<file path="src/rtl/barrel_shift_pipe.sv">
`default_nettype none
// ============================================================================
//  Module      : barrel_shift_pipe
//  Description : Pipelined barrel shifter with valid/ready handshake.
//                One register stage per shift-amount bit; stage k shifts by
//                2^k when bit k of the beat's shift amount is set.
//                Ops: 0 LSR, 1 ASR, 2 LSL, 3 ROR, 4 ROL, 5..7 illegal
//                (data passes through unchanged and out_err is raised).
//                Left ops run as reverse -> right op -> reverse.
//  Ports       : clk, rst_n (sync, active-low)
//                in_valid/in_ready, in_data[N], in_shift[log2 N],
//                in_op[3], in_tag[TAG_W]           -- input beat
//                out_valid/out_ready, out_data[N], out_tag[TAG_W],
//                out_err                           -- result beat
//  Revision    : 1.0 - initial release
// ============================================================================
module barrel_shift_pipe #(
    parameter int N     = 8,
    parameter int TAG_W = 4
) (
    input  logic                 clk,
    input  logic                 rst_n,
    input  logic                 in_valid,
    output logic                 in_ready,
    input  logic [N-1:0]         in_data,
    input  logic [$clog2(N)-1:0] in_shift,
    input  logic [2:0]           in_op,
    input  logic [TAG_W-1:0]     in_tag,
    output logic                 out_valid,
    input  logic                 out_ready,
    output logic [N-1:0]         out_data,
    output logic [TAG_W-1:0]     out_tag,
    output logic                 out_err
);

    localparam int         c_S      = $clog2(N);
    localparam logic [2:0] c_OP_ASR = 3'd1;
    localparam logic [2:0] c_OP_LSL = 3'd2;
    localparam logic [2:0] c_OP_ROR = 3'd3;
    localparam logic [2:0] c_OP_ROL = 3'd4;

    function automatic logic [N-1:0] bit_reverse(input logic [N-1:0] d);
        logic [N-1:0] r;
        for (int i = 0; i < N; i++) begin
            r[i] = d[N-1-i];
        end
        return r;
    endfunction

    function automatic logic is_left(input logic [2:0] op);
        return (op == c_OP_LSL) || (op == c_OP_ROL);
    endfunction

    // Right-direction shift by a fixed amount. LSL arrives here already
    // bit-reversed, so it shares the logical-right path with LSR.
    function automatic logic [N-1:0] shift_right(input logic [N-1:0] d,
                                                 input logic [2:0]   op,
                                                 input int           amt);
        logic [N-1:0] r;
        case (op)
            c_OP_ASR:           r = $unsigned($signed(d) >>> amt);
            c_OP_ROR, c_OP_ROL: r = (d >> amt) | (d << (N - amt));
            default:            r = d >> amt;
        endcase
        return r;
    endfunction

    // Stage registers
    logic             r_valid [c_S];
    logic [N-1:0]     r_data  [c_S];
    logic [c_S-1:0]   r_shift [c_S];
    logic [2:0]       r_op    [c_S];
    logic [TAG_W-1:0] r_tag   [c_S];
    logic             r_err   [c_S];

    // Beat entering each stage, and the value it will register
    logic             w_src_valid [c_S];
    logic [N-1:0]     w_src_data  [c_S];
    logic [c_S-1:0]   w_src_shift [c_S];
    logic [2:0]       w_src_op    [c_S];
    logic [TAG_W-1:0] w_src_tag   [c_S];
    logic             w_src_err   [c_S];

    logic             w_nxt_valid [c_S];
    logic [N-1:0]     w_nxt_data  [c_S];
    logic [c_S-1:0]   w_nxt_shift [c_S];
    logic [2:0]       w_nxt_op    [c_S];
    logic [TAG_W-1:0] w_nxt_tag   [c_S];
    logic             w_nxt_err   [c_S];

    logic             w_adv;

    always_comb begin
        // Stage 0 is fed from the input port; left ops are reversed here so
        // every stage only ever shifts right.
        w_src_valid[0] = in_valid;
        w_src_data[0]  = is_left(in_op) ? bit_reverse(in_data) : in_data;
        w_src_shift[0] = in_shift;
        w_src_op[0]    = in_op;
        w_src_tag[0]   = in_tag;
        w_src_err[0]   = (in_op > c_OP_ROL);
        for (int k = 1; k < c_S; k++) begin
            w_src_valid[k] = r_valid[k-1];
            w_src_data[k]  = r_data[k-1];
            w_src_shift[k] = r_shift[k-1];
            w_src_op[k]    = r_op[k-1];
            w_src_tag[k]   = r_tag[k-1];
            w_src_err[k]   = r_err[k-1];
        end

        for (int k = 0; k < c_S; k++) begin
            w_nxt_valid[k] = w_src_valid[k];
            w_nxt_shift[k] = w_src_shift[k];
            w_nxt_op[k]    = w_src_op[k];
            w_nxt_tag[k]   = w_src_tag[k];
            w_nxt_err[k]   = w_src_err[k];
            if (w_src_shift[k][k] && !w_src_err[k]) begin
                w_nxt_data[k] = shift_right(w_src_data[k], w_src_op[k], 1 << k);
            end else begin
                w_nxt_data[k] = w_src_data[k];
            end
        end

        // Undo the input reversal before the final register so out_data is
        // a plain register output.
        if (is_left(w_src_op[c_S-1])) begin
            w_nxt_data[c_S-1] = bit_reverse(w_nxt_data[c_S-1]);
        end
    end

    // The whole pipe moves as one unit: it advances unless a finished
    // result is stuck at the output.
    assign w_adv    = !r_valid[c_S-1] || out_ready;
    assign in_ready = w_adv;

    always_ff @(posedge clk) begin
        if (!rst_n) begin
            for (int k = 0; k < c_S; k++) begin
                r_valid[k] <= 1'b0;
                r_data[k]  <= '0;
                r_shift[k] <= '0;
                r_op[k]    <= '0;
                r_tag[k]   <= '0;
                r_err[k]   <= 1'b0;
            end
        end else if (w_adv) begin
            for (int k = 0; k < c_S; k++) begin
                r_valid[k] <= w_nxt_valid[k];
                r_data[k]  <= w_nxt_data[k];
                r_shift[k] <= w_nxt_shift[k];
                r_op[k]    <= w_nxt_op[k];
                r_tag[k]   <= w_nxt_tag[k];
                r_err[k]   <= w_nxt_err[k];
            end
        end
    end

    assign out_valid = r_valid[c_S-1];
    assign out_data  = r_data[c_S-1];
    assign out_tag   = r_tag[c_S-1];
    assign out_err   = r_err[c_S-1];

endmodule
`default_nettype wire

</file>
<file path="config.mk">
export PLATFORM = sky130hd
export DESIGN_NAME = barrel_shift_pipe
export DESIGN_NICKNAME = d
export VERILOG_FILES = /design/src/rtl/barrel_shift_pipe.sv
export SDC_FILE = /design/constraint.sdc
export NUM_CORES = 1
export LEC_CHECK = 0
export ABC_AREA = 0
export CORE_MARGIN = 2
export CORE_UTILIZATION = 50
export CTS_BUF_LIST = sky130_fd_sc_hd__clkbuf_4 sky130_fd_sc_hd__clkbuf_8 sky130_fd_sc_hd__clkbuf_16
export CTS_CLUSTER_DIAMETER = 100
export DETAILED_ROUTE_END_ITERATION = 8
export PLACE_DENSITY = 0.74
export SETUP_SLACK_MARGIN = 0.02
export SLEW_MARGIN = 10
export SYNTH_ARGS = -nofsm -noshare
export SYNTH_HDL_FRONTEND = slang
export SYNTH_SLANG_ARGS = --single-unit
</file>
<file path="constraint.sdc">
create_clock -name clk -period 3.8 [get_ports clk]
set_clock_uncertainty 0.2 [all_clocks]
set_input_delay 0.57 -clock clk [delete_from_list [all_inputs] [get_ports clk]]
set_output_delay 0.57 -clock clk [all_outputs]
set_load 0.01 [all_outputs]
</file>
==> results.cfg <==
[run_status]
status = finished clean

[synth]
synth_fa_ha_area_frac = 0
synth_common_cells = edfxtp_1, and3_1, nand2_1, mux2i_1, nor2_1
postSynthCellCount = 210
synth_flop_cell = edfxtp_1
synth_xor_area_frac = 0.00698
synth.top_cells.by_area = edfxtp_1, and3_1, mux2i_1
synth.mux.area_fraction = 0.0558
synth_area_leader_cell = edfxtp_1
synth.cell_area_um2 = 2510
synth-simple-area-share = 0.165
yosysUniqueCellTypes = 29
synth_top_family_by_area = simple AND/OR/NAND/NOR gates
syn_nets = 232
ys_ff_latch = 51
async_reset_ff_frac = 0
synth_top_area_share = 0.610
yosysSeqAreaShare = 0.610
synth_warnings = 0
synth_edf_count = 51
yosysMostFrequentCell = edfxtp_1
syn_area_per_cell_um2 = 12.0
synth_compound_area_frac = 0.107

[grt]
grt_pass1_vias = 1417
grt-ovfl-total = 0
grt_max_degree = 52
grt_antenna_before_repair = 0
grtUsageTotal = 0.147
grt_pass1_wl_um = 6120

[cts]
numCtsBuffers = 5
clk_latency_ps = 300
cts_tree = built
cts-root-buf = clkbuf_8
clk_path_buf_depth = 2
clock-sinks = 51
postCtsHoldBufs = 0
postCtsSetupBuffers = 0
cts.htree.levels = 2
post_cts_resized = 0
clk_pin_slew_worst_paths_ps = 80

[sta]
hold_ws_ps = 359
min_period_over_period = 0.768
timing.fmax_mhz = 343
slew_headroom = 0.508
report.final.hold_viol_count = 0
tightest_slew_ps = 736
setup_viol = 0
fin_crit_ps = 2920
tns_ps = 0
drv_slew = 0
rsz0062_at_grt = no

[floorplan]
die-area_um2 = 5600
core_area_um2 = 4790
ios = 37
die_x_um = 74.9
row_count = 25
start_util = 0.524
die_h_um = 74.9

[cells_and_area]
nNetsFinal = 256
fillers = 402
insertedDiodeCount = 0
stdcell_count = 302
area_delta_synth_final_pct = 16.9
drive_gt1_frac = 0.0511

[routing]
post_drt_wl_per_cell_um = 12.5
drt-initial-drc-count = 92
vias_per_cell = 5.41
finalWirelength_um = 3770
dr.pass1.iters = 4
vias = 1635
drc = 0
drtAntennaViolNets = 0

[worst_setup_path]
rr_worst_depth = 4
critPathCaptureType = primary output
cp_max_fo = 17
start_kind = primary input
criticalPathCategory = primary input to primary output
rr_startpoint = r_valid[0][2]
critical_path_arrival_ps = 2150
required_ps = 3030
reg2reg_slack_ps = 1640
r2r_end = r_data[0][19]

[placed_design]
place.gp.congestion = 0.826
dpl.hpwl_um = 2560
portBuffers = 36
placed_cells = 294

[power_and_ir_drop]
p_seq_frac = 0.597
p_leak_nw = 1.18
ir_drop_mv = 0.199
power_mw = 1.15
power.density_nw_per_um2 = 391
comb_power_share = 0.139
clockPowerShare = 0.264
power.switching_mw = 0.261
swShare = 0.228
internal_power_mw = 0.885

[worst_hold_path]
whs_path_depth = 1
hold_end = r_tag[0][4]
hold_start = r_tag[0][0]
hold_path_class = flip-flop to flip-flop

[run]
maxCapViolCount = 0
critical path, stage by stage:
cell	delay [ps]
clkdlybuf4s50_1	480
nand2b_1	460
clkdlybuf4s50_1	640
cell type report:
cell class / instances / area (um^2) / area share
well taps: 67 / 83.8 / 0.0286
clock inverters: 2 / 12.5 / 0.00426
clock buffers: 6 / 76.3 / 0.0260
inverters: 2 / 7.51 / 0.00256
multi-input cells: 135 / 841 / 0.286
flip-flops and latches: 51 / 1530 / 0.522
repair buffers: 39 / 383 / 0.130
cells in the final DEF (no fill, tap or decap), drive strengths merged, types with 3 or more instances in the layout:
cell type and n:
and3 25, edfxtp 51, clkbuf 6, o211ai 3, nor2b 4, buf 3, a22o 7, nor2 15
o22ai 6, a21oi 12, a21o 4, clkdlybuf4s50 36, mux2i 14, o21ai 6, nand2 20, nand2b 5
power groups by stage:
stage	Sequential (mW)	Clock [mW]	Combinational [mW]
after floorplan	0.694	0	0.109
after global placement	0.697	0	0.156
after detailed placement	0.698	0	0.159
after CTS	0.685	0.311	0.160
after global routing	0.690	0.331	0.178
final	0.685	0.303	0.159
cell families (layout without fill, tap and decap cells):
kind of cell / count (synthesis) / in the layout
AO/OA/AOI/OAI: 42 / 42
XOR/XNOR: 2 / 2
buffers and inverters: 24 / 49
flip-flops: 51 / 51
multiplexers: 14 / 14
AND/OR/NAND/NOR: 77 / 77
worst max path at each step:
stage          cells past startpoint  slack (ps)            to       from
6_report                           3         880      in_ready  out_ready
5_1_grt                            3         820      in_ready  out_ready
4_1_cts                            3         920      in_ready  out_ready
3_5_place_dp                       3         930      in_ready  out_ready
3_3_place_gp                       3         970      in_ready  out_ready
2_1_floorplan                      3         690  r_data[0][0]      rst_n
per-stage QoR:
step           area, um^2   util  setup WS, ps
3_5_place_dp         2850  0.595           934
5_1_grt              2940  0.613           820
6_report             2940  0.613           883
2_1_floorplan        2510      -           689
4_1_cts              2940  0.613           919
3_3_place_gp         2850  0.595           966
metal layers:
| layer | GRT usage | wire, um |
|---|---|---|
| met1 | 0.177 | 1600 |
| met2 | 0.243 | 1900 |
| met3 | 0.0321 | 196 |
| met4 | 0.0833 | 74 |
| met5 | 0 | 0 |
state kept, by name (all words and copies together) (netlist names):
| register | flops |
|---|---|
| r_valid | 3 |
| r_shift | 3 |
| r_err | 3 |
| r_tag | 12 |
| r_data | 24 |
| r_op | 6 |
(Power assumes the default switching activity.)
